<file path="src/rtl/pwm_pkg.sv">
// ============================================================================
//  Module      : pwm_pkg
//  Description : Shared state encoding and default dead-time width for the
//                pwm_deadtime block. FAULT state exists only when
//                PWM_DEADTIME_FAULT_EN is defined.
//  Revision    : 1.0 - initial release
// ============================================================================
`default_nettype none

package pwm_pkg;

    localparam int c_DT_WIDTH_DEFAULT = 8;

    typedef enum logic [2:0] {
        ST_IDLE    = 3'd0,
        ST_LOW_ON  = 3'd1,
        ST_DT_RISE = 3'd2,
        ST_HIGH_ON = 3'd3,
`ifdef PWM_DEADTIME_FAULT_EN
        ST_DT_FALL = 3'd4,
        ST_FAULT   = 3'd5
`else
        ST_DT_FALL = 3'd4
`endif
    } state_t;

endpackage

`default_nettype wire

</file>
<file path="src/rtl/dt_counter.sv">
// ============================================================================
//  Module      : dt_counter
//  Description : Loadable dead-time down-counter; done while count <= 1,
//                saturates so it never wraps below zero.
//  Revision    : 1.0 - initial release
// ============================================================================
`default_nettype none

module dt_counter
    import pwm_pkg::*;
#(
    parameter int DT_WIDTH = c_DT_WIDTH_DEFAULT
) (
    input  logic                clk,
    input  logic                reset_n,
    input  logic                load,
    input  logic [DT_WIDTH-1:0] load_value,
    input  logic                dec,
    output logic                done
);

    localparam logic [DT_WIDTH-1:0] c_ONE = DT_WIDTH'(1);

    logic [DT_WIDTH-1:0] r_count;

    always_ff @(posedge clk) begin
        if (!reset_n) begin
            r_count <= '0;
        end else if (load) begin
            r_count <= load_value;
        end else if (dec && (r_count > c_ONE)) begin
            r_count <= r_count - c_ONE;
        end
    end

    // A load of 0 finishes after one cycle, same as a load of 1.
    assign done = (r_count <= c_ONE);

endmodule

`default_nettype wire

</file>
<file path="src/rtl/pwm_deadtime.sv">
// ============================================================================
//  Module      : pwm_deadtime
//  Description : Complementary PWM driver with dead-time insertion. Define
//                PWM_DEADTIME_FAULT_EN to add fault/fault_clr/fault_latched.
//  Revision    : 1.0 - initial release
// ============================================================================
`default_nettype none

module pwm_deadtime
    import pwm_pkg::*;
#(
    parameter int DT_WIDTH = c_DT_WIDTH_DEFAULT
) (
    input  logic                clk,
    input  logic                reset_n,
    input  logic                enable,
    input  logic                pwm_in,
    input  logic [DT_WIDTH-1:0] dead_time,
`ifdef PWM_DEADTIME_FAULT_EN
    input  logic                fault,
    input  logic                fault_clr,
    output logic                fault_latched,
`endif
    output logic                pwm_hi,
    output logic                pwm_lo,
    output logic                dt_active
);

    state_t r_state;
    state_t w_next_state;
    logic   w_load;
    logic   w_dec;
    logic   w_done;
    logic   r_pwm_hi;
    logic   r_pwm_lo;
    logic   r_dt_active;

    dt_counter #(
        .DT_WIDTH (DT_WIDTH)
    ) u_dt_counter (
        .clk        (clk),
        .reset_n    (reset_n),
        .load       (w_load),
        .load_value (dead_time),
        .dec        (w_dec),
        .done       (w_done)
    );

    always_comb begin
        w_next_state = r_state;
        w_load       = 1'b0;
        w_dec        = 1'b0;
        if (!enable) begin
            w_next_state = ST_IDLE;
        end else begin
            case (r_state)
                ST_IDLE: begin
                    if (pwm_in) begin
                        w_next_state = ST_DT_RISE;
                        w_load       = 1'b1;
                    end else begin
                        w_next_state = ST_LOW_ON;
                    end
                end
                ST_LOW_ON: begin
                    if (pwm_in) begin
                        w_next_state = ST_DT_RISE;
                        w_load       = 1'b1;
                    end
                end
                ST_DT_RISE: begin
                    if (!pwm_in) begin
                        w_next_state = ST_LOW_ON;
                    end else if (w_done) begin
                        w_next_state = ST_HIGH_ON;
                    end else begin
                        w_dec = 1'b1;
                    end
                end
                ST_HIGH_ON: begin
                    if (!pwm_in) begin
                        w_next_state = ST_DT_FALL;
                        w_load       = 1'b1;
                    end
                end
                ST_DT_FALL: begin
                    if (pwm_in) begin
                        w_next_state = ST_HIGH_ON;
                    end else if (w_done) begin
                        w_next_state = ST_LOW_ON;
                    end else begin
                        w_dec = 1'b1;
                    end
                end
                default: begin
                    w_next_state = ST_IDLE;
                end
            endcase
        end
`ifdef PWM_DEADTIME_FAULT_EN
        // Fault handling overrides the enable path; only reset ranks higher.
        if (r_state == ST_FAULT) begin
            w_next_state = (fault_clr && !fault) ? ST_IDLE : ST_FAULT;
            w_load       = 1'b0;
            w_dec        = 1'b0;
        end
        if (fault) begin
            w_next_state = ST_FAULT;
            w_load       = 1'b0;
            w_dec        = 1'b0;
        end
`endif
    end

    always_ff @(posedge clk) begin
        if (!reset_n) begin
            r_state     <= ST_IDLE;
            r_pwm_hi    <= 1'b0;
            r_pwm_lo    <= 1'b0;
            r_dt_active <= 1'b0;
        end else begin
            r_state     <= w_next_state;
            r_pwm_hi    <= (w_next_state == ST_HIGH_ON);
            r_pwm_lo    <= (w_next_state == ST_LOW_ON);
            r_dt_active <= (w_next_state == ST_DT_RISE) || (w_next_state == ST_DT_FALL);
        end
    end

`ifdef PWM_DEADTIME_FAULT_EN
    logic r_fault_latched;

    always_ff @(posedge clk) begin
        if (!reset_n) begin
            r_fault_latched <= 1'b0;
        end else begin
            r_fault_latched <= (w_next_state == ST_FAULT);
        end
    end

    assign fault_latched = r_fault_latched;
`endif

    assign pwm_hi    = r_pwm_hi;
    assign pwm_lo    = r_pwm_lo;
    assign dt_active = r_dt_active;

endmodule

`default_nettype wire

</file>
<file path="config.mk">
export PLATFORM = sky130hd
export DESIGN_NAME = pwm_deadtime
export DESIGN_NICKNAME = d
export VERILOG_FILES = /design/src/rtl/pwm_pkg.sv /design/src/rtl/dt_counter.sv /design/src/rtl/pwm_deadtime.sv
export SDC_FILE = /design/constraint.sdc
export NUM_CORES = 1
export LEC_CHECK = 0
export ABC_AREA = 1
export CAP_MARGIN = 15
export CORE_MARGIN = 4
export CORE_UTILIZATION = 52
export DETAILED_ROUTE_END_ITERATION = 8
export GPL_TIMING_DRIVEN = 0
export PLACE_DENSITY = 0.88
export REMOVE_ABC_BUFFERS = 1
export SETUP_SLACK_MARGIN = 0.02
export SLEW_MARGIN = 20
export SYNTH_ARGS = -nofsm -noshare
export SYNTH_HDL_FRONTEND = slang
export SYNTH_SLANG_ARGS = --single-unit
</file>
<file path="constraint.sdc">
create_clock -name clk -period 2 [get_ports clk]
set_input_delay 0.6 -clock clk [delete_from_list [all_inputs] [get_ports clk]]
set_output_delay 0.6 -clock clk [all_outputs]
set_load 0.02 [all_outputs]
</file>
==> results of run 1 <==
==> stage by stage <==
stage,std cells,hold slack (ns),setup TNS [ns]
global placement,187,0.571,-2.59
global route,192,0.677,0
floorplan,148,0.555,0
CTS,191,0.596,0
detailed placement,187,0.584,-3.13
finish,192,0.618,0
==> metal layers <==
| layer | vias to the layer above | part of all wire (%) |
|---|---|---|
| met4 | 0 | 1.6 |
| met3 | 5 | 5.0 |
| met5 | - | 0 |
| met2 | 22 | 49 |
| met1 | 443 | 44 |
| li1 | 511 | - |
==> registers in the layout, summed over array words and instances (netlist names) <==
register and flops:
u_dt_counter.r_count 8, pwm_lo 1, r_state 3, pwm_hi 1
dt_active 1
==> cell families after synthesis <==
family | Yosys count | synth area share (%)
compound gates | 17 | 9.89
buf+inv | 20 | 10.7
flops | 14 | 29.6
fa+ha+maj | 2 | 2.64
xor+xnor | 3 | 2.77
simple gates | 97 | 44.5
==> area by class of cell <==
class	instances	area [µm²]
clock buffer	4	36.3
fill	162	578
inverter	15	56.3
multi-input combinational	119	582
sequential	14	280
tap	25	31.3
timing repair buffer	15	163
==> path summary, 6_finish.rpt <==
path,endpoint,cells past startpoint
worst max-delay path,pwm_hi,1
worst min-delay path,u_dt_counter.r_count[6],4
worst max register to register,u_dt_counter.r_count[3],10
worst min register to register,u_dt_counter.r_count[6],4
==> power by group through the flow <==
stage	clock [µW]	sequential, µW	combinational, µW
6_report	206	309	214
4_1_cts	214	308	206
3_5_place_dp	0	315	204
5_1_grt	227	311	247
3_3_place_gp	0	315	193
2_1_floorplan	0	315	143
==> placed cells by master (no fill, tap or decap), drive strengths merged <==
master / instances
a211oi: 1
a21boi: 1
a21oi: 9
buf: 1
clkbuf: 4
clkdlybuf4s50: 13
clkinv: 1
dfxtp: 14
dlymetal6s2s: 1
ha: 2
inv: 14
nand2: 50
nand3: 16
nand4: 1
nor2: 28
nor3: 2
o21ai: 6
xnor2: 1
xor2: 2
==> what timing repair did <==
action                                  CTS  global route
endpoints found under the setup margin    7             8
pin swaps                                 0             1
resized for setup                         1             3
setup buffers                             0             1
==> impl_metrics.tcl, run 1 <==
set metrics [dict create \
    ys_top_cells_by_count "nand2_1 (45), nor2_1 (26), nand3_1 (16)" \
    outcome "finished clean" \
    cp_top_family "buffers and inverters" \
    synth_area_leaders "dfxtp_1 (30%), nand2_1 (18%), nor2_1 (10%)" \
    synth.avg_cell_area_um2 6.20 \
    grt_usage_pct 18.7 \
    start_util_pct 54.9 \
    fin_crit_ns 1.80 \
    power.share.switching_pct 31.7 \
    startpoint "pwm_hi" \
    skew_ns 0.00233 \
    cp_slowest_stage_delay_ns 0.60 \
    grt_pass1_vias 886 \
    drive_gt1_share_pct 10.8 \
    r2r-start "u_dt_counter.r_count[0]" \
    internal_power_uw 498 \
    cts_tree "done" \
    ys.flop_type "dfxtp_1" \
    hold_buffers 0 \
    dr_total_vias 981 \
    ff2ff_setup_slack_ns 0.22 \
    gr-max-usage-layer "met2" \
    final_area_mm2 0.00115 \
    worstPathArrival_ns 1.20 \
    clockBufferDepth 2 \
    setup_ws_ns 0.196 \
    cp_max_fo 1 \
    num_io_pins 15 \
    async_flop_share_pct 0 \
    gr-usage-met2_pct 32.0 \
    worst_setup_path_end_kind "output port" \
    final_util_pct 66.5 \
    max_cap_viol_count 0 \
    dpl.hpwl_um 1530 \
    relSlewSlack_pct 76.7 \
    cpMaxStageDelayCell "clkdlybuf4s50_1" \
    synth_top_area_share_pct 29.6 \
    antenna_left 0 \
    cp_cell_sequence "clkdlybuf4s50_1" \
    gp_congestion 0.851 \
    gr-total-overflow 0 \
    clockPowerShare_pct 28.3 \
    hold_violations 0 \
    dieArea_mm2 0.00257 \
    tightest_slew_ns 0.348 \
    wirelength_um 2150 \
    yosysMostFrequentCell "nand2_1" \
    synth_edf_count 0 \
    drt-wirelength-per-cell_um 11.2 \
    nets 182 \
    clk_latency_ns 0.28 \
    peakVddDrop_v 0.000494 \
    power_frac_comb_pct 29.4 \
    clockRootBuffer "clkbuf_4" \
    leakage_uw 0.000589 \
    core_area_mm2 0.00173 \
    cts.sinks 14 \
    placed_area_mm2 0.00107 \
    power_uw 729 \
    setup_violations 0 \
    grt_use_met1_pct 19.4 \
    fmax_mhz 554 \
    drt_iter0_drc 24 \
    die_h_um 50.7 \
    dr.pass1.iters 4 \
    clk_pin_slew_ns 0.09 \
    diodes 0 \
    period_share_pct 90.2 \
    syn_inst 153 \
    met3_usage_pct 7.72 \
    rsz0062_at_grt "false" \
    port_buffers 14 \
    cts_buffers 3 \
    path_buf_inv 1 \
    critPathKind "reg -> out" \
    viasPerCell 5.11 \
    grt_pass1_wl_um 3630 \
    die_w_um 50.7 \
    holdCritStartpoint "u_dt_counter.r_count[6]" \
    hold_class "reg -> reg" \
    ys_ff_latch 14 \
    syn_to_final_growth_pct 21.1 \
    critPathRequiredTime_ns 1.40 \
    grt_max_degree 22 \
    drv_slew 0 \
    power_density_mw_per_mm2 635 \
    start_kind "register" \
    p_switching_uw 231 \
    cts_max_level 1 \
    antenna_found_initial 0 \
    yosys_warnings 0 \
    p_seq_share_pct 42.4 \
    synth_area_um2 948 \
    synth_seq_area_share_pct 29.6 \
    num_rows 15 \
    drt_drc_violations_left 0 \
    synth_top_area_cell "dfxtp_1" \
    place_ws_ns -0.491 \
    synth.distinct_cells 26 \
]
Power figures use the tool's default switching activity.
==> run 2: changes to the inputs <==
Settings changed: CELL_PAD_IN_SITES_DETAIL_PLACEMENT set to 1, CELL_PAD_IN_SITES_GLOBAL_PLACEMENT set to 2, CORE_ASPECT_RATIO set to 0.7, CORE_UTILIZATION 52 to 27, PLACE_DENSITY 0.88 to 0.86.
==> run 2 against run 1 <==
  * Clock skew is 0.0063 ns higher
  * Register-to-register slack worse by 0.04 ns
  * Largest power group unchanged
  * Routed wire length is 28% higher
  * Final cell count is 13% higher
  * Flip-flop and latch count stayed put
  * Worst setup slack worse by 0.019 ns
  * First-iteration DRC count is 79% higher
  * Core utilization is 29 points lower
  * Clock power is 39% higher
  * Global-route usage is 6.5 points lower
  * Count of clock-buffer cells in the layout stayed put
  * Total power is 12% higher
==> impl_metrics.tcl, run 2 (synthesis results as in run 1) <==
set metrics [dict create \
    outcome "finished clean" \
    grt_pass1_vias 959 \
    dr.pass1.iters 4 \
    fin_crit_ns 1.82 \
    antenna_left 0 \
    viasPerCell 4.65 \
    hold_class "reg -> reg" \
    drive_gt1_share_pct 11.8 \
    hold_buffers 0 \
    drt_drc_violations_left 0 \
    start_util_pct 29.1 \
    critPathRequiredTime_ns 2.15 \
    clk_pin_slew_ns 0.07 \
    critPathKind "reg -> reg" \
    critPathMostFrequentCell "nor2_1" \
    max_cap_viol_count 0 \
    skew_ns 0.00861 \
    dr_total_vias 1004 \
    grt_pass1_wl_um 4400 \
    clockRootBuffer "clkbuf_8" \
    diodes 0 \
    power_density_mw_per_mm2 678 \
    path_buf_inv 1 \
    hold_violations 0 \
    nets 184 \
    leakage_uw 0.000604 \
    cpMaxStageDelayCell "dfxtp_1" \
    die_h_um 57.6 \
    relSlewSlack_pct 72.1 \
    fmax_mhz 548 \
    dieArea_mm2 0.00454 \
    reg.largest.list "u_dt_counter.r_count x8, r_state x3" \
    power_uw 819 \
    cp_cell_sequence "inv_1 > ha_1 > nor2_1 > nor2_2 > nand2_2 > nand2_1 > nor2_4 > nand2_4 > a21oi_1 > nor2_1" \
    final_util_pct 37.1 \
    wirelength_um 2760 \
    grt_usage_pct 12.2 \
    drv_slew 0 \
    antenna_found_initial 0 \
    cts_max_level 1 \
    start_kind "register" \
    cts_tree "done" \
    cp_max_fo 17 \
    port_buffers 14 \
    layout_commonest_cell "nand2_1" \
    clockBufferDepth 2 \
    gp_congestion 0.771 \
    gr-total-overflow 0 \
    place_ws_ns -0.549 \
    peakVddDrop_v 0.000220 \
    fin_cells 216 \
    drt_iter0_drc 43 \
    setup_violations 0 \
    cp_top_family "simple AND/OR/NAND/NOR gates" \
    rsz0062_at_grt "false" \
    worst_setup_path_end_kind "register" \
    top_register "u_dt_counter.r_count" \
    core_area_mm2 0.00325 \
    cts.sinks 14 \
    cp_slowest_stage_delay_ns 0.43 \
    num_rows 17 \
    clk_latency_ns 0.25 \
    dp.cells 209 \
    grt_max_degree 22 \
    die_w_um 78.8 \
    worstPathArrival_ns 1.97 \
    largest_register_ffs 8 \
    hold_ws_ns 0.612 \
    drt-wirelength-per-cell_um 12.8 \
    cts_buffers 3 \
    period_share_pct 91.2 \
    tightest_slew_ns 0.417 \
    num_io_pins 15 \
    setup_ws_ns 0.177 \
    layout_common_cells "nand2_1 (44), nor2_1 (26), nand3_1 (16)" \
    dpl.hpwl_um 1970 \
    fillers 428 \
    syn_to_final_growth_pct 27.4 \
]
run 2: report_power, final:
group | internal, µW | leakage [µW] | switching [µW] | total, µW
Sequential | 296 | 0.000115 | 14.4 | 310
Combinational | 93.1 | 0.000461 | 130 | 223
Clock | 175 | 0.0000288 | 111 | 286
Total | 564 | 0.000604 | 256 | 819
run 2: final timing paths:
kind	start	end	slack [ns]	cells after the start
worst min-delay path	u_dt_counter.r_count[7]	u_dt_counter.r_count[7]	0.61	4
worst min register to register	u_dt_counter.r_count[7]	u_dt_counter.r_count[7]	0.61	4
worst max register to register	u_dt_counter.r_count[0]	u_dt_counter.r_count[4]	0.18	10
worst max-delay path	u_dt_counter.r_count[0]	u_dt_counter.r_count[4]	0.18	10
run 2: timing repair:
action | CTS | global route
endpoints found under the setup margin | 9 | 8
gates cloned | 0 | 1
gates resized for setup | 3 | 1
pin swaps | 0 | 2
setup buffers | 0 | 2
run 2: final cells by class:
type	instances	area, µm²	share of cell area [%]
tap	47	58.8	4.87
sequential	14	280	23.2
multi-input combinational	120	588	48.7
inverter	15	56.3	4.66
clock buffer	4	55.1	4.55
timing repair buffer	16	170	14.1
run 2: metal layers:
layer / share of wire (%) / track usage [%]
met1: 51 / 17.8
met2: 44 / 18.0
met3: 4.0 / 3.47
met4: 0.62 / 2.21
met5: 0 / 0
run 2: worst min-delay path: cells and delay by family, from the launching register on:
kind          cells  cell delay [ns]
flops             1             0.31
simple gates      3             0.17
buf+inv           1             0.09
run 2: stage by stage:
stage	instance area (µm²)	TNS, ns
6_report	1210	0
5_1_grt	1210	0
4_1_cts	1170	0
3_5_place_dp	1100	-3.82
3_3_place_gp	1100	-3.35
2_1_floorplan	903	0
==> variant (config.mk and constraints of run 2) <==
`c_DT_WIDTH_DEFAULT`: 8 -> 6.
--- a/src/rtl/pwm_pkg.sv
+++ b/src/rtl/pwm_pkg.sv
@@ -10,5 +10,5 @@
 package pwm_pkg;
 
-    localparam int c_DT_WIDTH_DEFAULT = 8;
+    localparam int c_DT_WIDTH_DEFAULT = 6;
 
     typedef enum logic [2:0] {
Ports: changed (resized dead_time); port bits go from 15 to 13. No check against the original RTL was run, so the function may have changed too.
==> variant against run 2 <==
Die area down 14%; power down 15%; clock skew down 0.0076 ns; routed wire length down 12%; area after synthesis down 16%; sequential cell count down 2; worst setup slack better by 0.040 ns; final area down 17%; critical path depth up 2.
==> variant: results (changes against run 2) <==
| Metric | Value |
|---|---|
| Post-Synthesis Cells | 125 (-18%) |
| Placement Cell Area | 943 um2 (-14%) |
| PortBufs | 12 (-2) |
| Worst hold path endpoint | u_dt_counter.r_count[0]$_SDFFE_PN0P_ |
| Pleak | 0.507 nW (-16%) |
| R2R cell count | 12 (+2) |
| First DRT Iteration DRCs | 10 (-77%) |
| Final net count | 151 (-18%) |
| Seq/Total Area, Yosys | 0.300 (+0.00495) |
| Setup WS pre-CTS | -0.197 ns (+0.352 ns) |
| GPL Wtd Cong | 0.816 (+5.9%) |
| Peak supply drop | 0.390 mV (+77%) |
| Routing usage on met3 | 0.0504 (+0.0157) |
| Yosys cell types | 22 (-15%) |
| Wire per inst | 13.9 um (+8.8%) |
| Status | finished clean |
| CTS resizes | 0 (-3) |
| Dpl hpwl | 1880 um (-5.0%) |
| Reg-to-reg slack, setup | 0.22 ns (+0.04 ns) |
| Layout cells sized above 1 | 0.130 (+0.0121) |
| Clock skew | 0.000968 ns (-0.00764 ns) |
| Hold path start | u_dt_counter.r_count[0]$_SDFFE_PN0P_ |
| Top Registers | u_dt_counter.r_count x6, r_state x3 |
| Top cells by count, synth | 31 x nand2_1, 24 x nor2_1, 16 x inv_1 |
| Routing usage on met1 | 0.162 (-0.0161) |
| CP arrival | 1.92 ns (-0.05 ns) |
| GRT Total Usage | 0.137 (+0.0152) |
| Slew @ Worst Pin | 0.470 ns (+0.0524 ns) |
| Largest cells by area after synthesis | dfxtp_1 30%, nand2_1 15%, nor2_1 11%, nand3_1 8.8%, inv_1 7.5% |
| Hold slack | 0.540 ns (-0.0720 ns) |
| Hold Crit Depth | 2 (-2) |
| CP peak stage delay | 0.39 ns (-0.04 ns) |
| Initial antenna violation count | 0 (unchanged) |
| Worst Path Max Fanout | 6 (-11) |
| Grt met2 use | 0.237 (+0.0572) |
variant: power by group:
part / switching (mW) / internal (mW) / total, mW
combinational: 0.0997 / 0.0675 / 0.167
sequential: 0.0126 / 0.253 / 0.266
clock: 0.0935 / 0.174 / 0.268
variant: layout make-up:
type,count,area (um2)
Tap cell,36,45.0
Inverter,17,63.8
Fill cell,352,1820
Multi-Input combinational cell,93,474
Sequential cell,12,240
Clock buffer,4,55.1
Timing Repair Buffer,12,125
variant: kinds of logic after synthesis:
group	count (synthesis)	synth area share
compound gates	6	0.0485
xor+xnor	2	0.0219
flops	12	0.300
simple gates	83	0.491
buf+inv	20	0.106
fa+ha+maj	2	0.0313
variant: per-layer routing:
layer  vias up  routed length, um
met4         0                 25
met5         -                  0
met1       391               1140
li1        413                  -
met2         9               1160
met3         2                 87
